$ cat config.mk
export PLATFORM = sky130hd
export DESIGN_NAME = fetch_addr_gen
export DESIGN_NICKNAME = d
export VERILOG_FILES = /design/src/rtl/fetch_addr_gen.sv
export SDC_FILE = /design/constraint.sdc
export NUM_CORES = 1
export LEC_CHECK = 0
export CAP_MARGIN = 20
export CELL_PAD_IN_SITES_DETAIL_PLACEMENT = 0
export CELL_PAD_IN_SITES_GLOBAL_PLACEMENT = 1
export CORE_ASPECT_RATIO = 0.6
export CORE_MARGIN = 2
export CORE_UTILIZATION = 46
export CTS_BUF_LIST = sky130_fd_sc_hd__clkbuf_8 sky130_fd_sc_hd__clkbuf_16
export DETAILED_ROUTE_END_ITERATION = 8
export PLACE_DENSITY_LB_ADDON = 0.08
export SLEW_MARGIN = 10
export SYNTH_ARGS = -nofsm -noshare
export SYNTH_HDL_FRONTEND = slang
export SYNTH_SLANG_ARGS = --single-unit
$ cat constraint.sdc
create_clock -name clk_i -period 17.4 [get_ports clk_i]
set_input_delay 3.48 -clock clk_i [delete_from_list [all_inputs] [get_ports clk_i]]
set_output_delay 3.48 -clock clk_i [all_outputs]
set_load 0.01 [all_outputs]
$ cat src/rtl/fetch_addr_gen.sv
// fetch_addr_gen: instruction-fetch address generator with 2 outstanding requests and 2-entry response buffer
//   clk_i, rst_i (async, active-high)
//   req_i fetch enable; branch_i/branch_addr_i redirect pulse and target
//   instr_req_o/instr_addr_o/instr_gnt_i memory request channel (word-aligned address)
//   instr_rvalid_i/instr_rdata_i in-order memory responses
//   valid_o/ready_i/rdata_o/addr_o/misaligned_o buffered fetched words with their fetch addresses
module fetch_addr_gen #(
    parameter int                 ADDR_W    = 32,
    parameter logic [ADDR_W-1:0]  BOOT_ADDR = 32'h0000_0080
) (
    input  logic              clk_i,
    input  logic              rst_i,
    input  logic              req_i,
    input  logic              branch_i,
    input  logic [ADDR_W-1:0] branch_addr_i,
    output logic              instr_req_o,
    output logic [ADDR_W-1:0] instr_addr_o,
    input  logic              instr_gnt_i,
    input  logic              instr_rvalid_i,
    input  logic [ADDR_W-1:0] instr_rdata_i,
    output logic              valid_o,
    input  logic              ready_i,
    output logic [ADDR_W-1:0] rdata_o,
    output logic [ADDR_W-1:0] addr_o,
    output logic              misaligned_o
);
    logic [ADDR_W-1:0] fetch_addr_q;
    logic [1:0]        cnt, dcnt, occ, live, cnt_n;
    logic [ADDR_W-1:0] af [2];
    logic [ADDR_W-1:0] of_data [2];
    logic [ADDR_W-1:0] of_addr [2];
    logic              af_wr, af_rd, of_wr, of_rd;
    logic              grant, resp, drop, push, pop;

    assign live         = cnt - dcnt;
    // Credit check reserves a buffer slot for every live (non-discarded) request.
    assign instr_req_o  = !rst_i && req_i && !branch_i && (cnt < 2'd2) &&
                          (({1'b0, live} + {1'b0, occ}) < 3'd2);
    assign instr_addr_o = {fetch_addr_q[ADDR_W-1:2], 2'b00};
    assign grant        = instr_req_o && instr_gnt_i;
    // A response with nothing outstanding (e.g. late after reset) is ignored.
    assign resp         = instr_rvalid_i && (cnt != 2'd0);
    assign drop         = resp && (dcnt != 2'd0);
    assign push         = resp && !drop && !branch_i;
    assign pop          = valid_o && ready_i && !branch_i;
    assign cnt_n        = cnt + {1'b0, grant} - {1'b0, resp};
    assign valid_o      = occ != 2'd0;
    assign rdata_o      = of_data[of_rd];
    assign addr_o       = of_addr[of_rd];
    assign misaligned_o = addr_o[1];

    always_ff @(posedge clk_i or posedge rst_i) begin
        if (rst_i) begin
            fetch_addr_q <= BOOT_ADDR;
            cnt          <= '0;
            dcnt         <= '0;
            occ          <= '0;
            af_wr        <= 1'b0;
            af_rd        <= 1'b0;
            of_wr        <= 1'b0;
            of_rd        <= 1'b0;
            af           <= '{default: '0};
            of_data      <= '{default: '0};
            of_addr      <= '{default: '0};
        end else begin
            cnt <= cnt_n;
            if (branch_i) begin
                // Everything still in flight belongs to the squashed stream.
                fetch_addr_q <= {branch_addr_i[ADDR_W-1:1], 1'b0};
                dcnt         <= cnt_n;
                occ          <= '0;
                of_wr        <= 1'b0;
                of_rd        <= 1'b0;
            end else begin
                if (grant)
                    fetch_addr_q <= {fetch_addr_q[ADDR_W-1:2], 2'b00} + ADDR_W'(4);
                dcnt <= dcnt - {1'b0, drop};
                occ  <= occ + {1'b0, push} - {1'b0, pop};
                if (push)
                    of_wr <= ~of_wr;
                if (pop)
                    of_rd <= ~of_rd;
            end
            if (grant) begin
                af[af_wr] <= fetch_addr_q;
                af_wr     <= ~af_wr;
            end
            if (resp)
                af_rd <= ~af_rd;
            if (push) begin
                of_data[of_wr] <= instr_rdata_i;
                of_addr[of_wr] <= af[af_rd];
            end
        end
    end
endmodule

==> flow_summary_export.csv <==
group,metric,value,unit
yosys,synth_top_family_by_area,"multiplexers",
global_route,gr-total-overflow,0,
timing,maxSlewHeadroom,0.274,
timing,fmaxAchievable,115,MHz
hold_path,min-delay-start,"of_addr[5]$_DFFE_PP0P_",
yosys,synth_ff_type,"dfrtp_1",
worst_setup_path,worst-setup-path-type,"input pin to primary output",
die,io_pins,170,
timing,rsz0062_at_grt,"no",
yosys,ys_types,55,
cts,post-cts-setup-buffers,0,
yosys,synth.area.top_cells,"dfrtp_1, mux2_2, mux2i_1, nand2_1, buf_4",
cells_and_area,syn_to_final_growth,22.9,%
worst_setup_path,cp.arrival,5.20,ns
yosys,synthAdderAreaFrac,0.0102,
yosys,avgSynthCellArea,12.0,um^2
cts,post_cts_resized,0,
die,die_w,200,um
cells_and_area,finish.utilization,0.583,
global_route,grt_max_degree,148,
hold_path,min_to,"of_addr[5]$_DFFE_PP0P_",
cts,cts_buffers,23,
worst_setup_path,end_kind,"primary output",
timing,clock_skew,0.00578,ns
detailed_routing,drcViolationCount,0,
global_route,track_usage,0.205,
cells_and_area,fin_nets,1079,
cts,insertion_delay,0.50,ns
yosys,synthMuxAreaShare,0.228,
cts,hold_buffers,0,
cells_and_area,layoutNonFillerInstCount,1321,
cells_and_area,drive_gt1_frac,0.242,
detailed_routing,avgViaCountPerCell,5.23,
global_route,first_global_vias,6960,
cts,htreeDepth,1,
timing,holdWs,0.477,ns
worst_setup_path,r2r-start,"cnt[0]$_DFF_PP0_",
placed_design,dp_hpwl,15800,um
worst_setup_path,worstRegToRegCells,15,
detailed_routing,num_vias,6914,
yosys,synth_seq_cells,229,
yosys,yosysMostFrequentCell,"dfrtp_1",
status,status,"completed",
global_route,antenna_found_initial,0,
cts,cts.sinks,229,
yosys,syn_inst,883,
yosys,syn_area,10600,um^2
yosys,ys_warn_count,0,
hold_path,whs_path_depth,2,
yosys,synth.top_cell.area_share,0.540,
placed_design,dp.cells,1281,
worst_setup_path,reg2reg_to,"dcnt[1]$_DFF_PP0_",
die,rows,42,
cts,path_clk_slew,0.06,ns
yosys,synthSimpleGateAreaFrac,0.0851,
placed_design,port_buffers,165,
detailed_routing,wire_per_inst,18.3,um
worst_setup_path,critPathMaxFanout,46,
timing,final_hold_viol_count,0,
cts,cts_tree,"built",
yosys,synthArstFlopShare,1.00,
timing,fin_tns_setup,0,ns
detailed_routing,drt_wl_total,24200,um
die,fp.dieH,121,um
cells_and_area,n_antenna_cell,0,
detailed_routing,drt_iter0_markers,258,
detailed_routing,antenna_left,0,
pwr,power_leakage,0.00574,uW
hold_path,hp-class,"register to register",
die,coreArea,22300,um^2
die,initial_core_util,0.474,
timing,fin_crit_sh,0.499,
timing,worstMarginPinSlew,1.09,ns
global_route,grt_pass1_wl,39000,um
die,die_area,24200,um^2
timing,post-route-min-period,8.68,ns
timing,drv_slew,0,
yosys,seq_area_frac_synth,0.543,
cts,root_buffer,"clkbuf_16",
timing,setup_viol,0,
yosys,synth_commonest_cells,"dfrtp_1, mux2_2, nand2_1",
pwr,p_per_area,157,nW/um^2
cells_and_area,fillers,1939,
yosys,synth_xor_area_frac,0.0108,
pwr,vdd_ir_drop_max,81.7,uV
cts,clk_path_buf_depth,3,
flow_run,drv_cap,0,
yosys,synth-compound-area-share,0.0712,
worst_setup_path,crit_start,"branch_i",
yosys,synth-edff-count,0,
worst_setup_path,crit_required,13.92,ns
yosys,yosys.area.top_type,"dfrtp_1",
detailed_routing,first_pass_iters,4,
worst_setup_path,r2r_slack,13.76,ns
worst_setup_path,start_kind,"input pin",
placed_design,gp_congestion,0.759,
pwr,total_power,2040,uW
==> cell usage in the layout, fill, tap and decap left out, drive strengths merged, types with 5 or more instances in the layout <==
cell,Yosys,routed
mux2,185,185
a21oi,34,34
xnor2,10,10
o311ai,6,6
buf,63,9
nor2,57,57
ha,7,7
clkdlybuf4s50,0,165
nand4,12,12
o21ai,53,53
o211ai,11,11
inv,15,17
a221o,5,5
clkinv,0,6
nand3,13,13
mux2i,32,32
nand2,82,82
dfrtp,228,228
nor3,6,6
nor4,5,5
clkbuf,21,28
==> logic make-up (layout without fill, tap and decap cells) <==
family	after synthesis	count (layout)
adders and majority gates	8	8
xor gates and xnor gates	13	13
other	1	3
and+or+nand+nor	191	191
muxes	217	217
AOI/OAI and AO/OA	125	125
buffers and inverters	99	227
DFF	229	229
==> routing by layer <==
layer,global-route usage,vias to the layer above,wire length (um)
li1,-,3314,-
met4,0.0389,0,381
met2,0.301,124,10500
met5,0,-,0
met3,0.0414,29,1190
met1,0.313,3447,12100
==> layout make-up <==
| class | instances | area, um^2 | share of cell area |
|---|---|---|---|
| Sequential cell | 229 | 5730 | 0.442 |
| Clock buffer | 28 | 644 | 0.0496 |
| Tap cell | 308 | 385 | 0.0297 |
| Multi-Input combinational cell | 557 | 4290 | 0.331 |
| Timing Repair Buffer | 174 | 1760 | 0.136 |
| Clock inverter | 10 | 101 | 0.00781 |
| Inverter | 15 | 63.8 | 0.00492 |
==> how the worst max path moves through the flow <==
stage          slack [ns]            endpoint  depth (start not counted)
6_report             8.72         instr_req_o                          5
5_1_grt              8.62         instr_req_o                          5
4_1_cts              8.71         instr_req_o                          5
3_5_place_dp         8.72         instr_req_o                          5
3_3_place_gp         8.72         instr_req_o                          5
2_1_floorplan        7.65  af[10]$_DFFE_PP0P_                          1
==> stage by stage <==
stage | instance area, um^2 | setup WS (ns)
2_1_floorplan | 10600 | 7.65
3_3_place_gp | 12200 | 8.72
3_5_place_dp | 12200 | 8.72
4_1_cts | 12900 | 8.71
5_1_grt | 13000 | 8.62
6_report | 13000 | 8.72
==> report_power, final <==
part / internal, uW / switching [uW] / leakage (uW)
combinational: 424 / 275 / 0.00242
sequential: 719 / 133 / 0.00294
clock: 291 / 199 / 0.000382
total: 1430 / 608 / 0.00574
==> critical path: stages <==
cell and delay, ns:
clkdlybuf4s50_1 0.39, buf_4 0.29, nor4b_2 0.31, and3_1 0.18
clkdlybuf4s50_1 0.53
==> sequential cells by signal (all words and copies together), names as in the netlist <==
register / count
af_wr: 1
dcnt: 2
fetch_addr_q: 31
af_rd: 1
of_addr: 62
af: 62
of_data: 64
of_wr: 1
of_rd: 1
cnt: 2
occ: 2
Note: power is estimated with default switching activity, not from simulation.
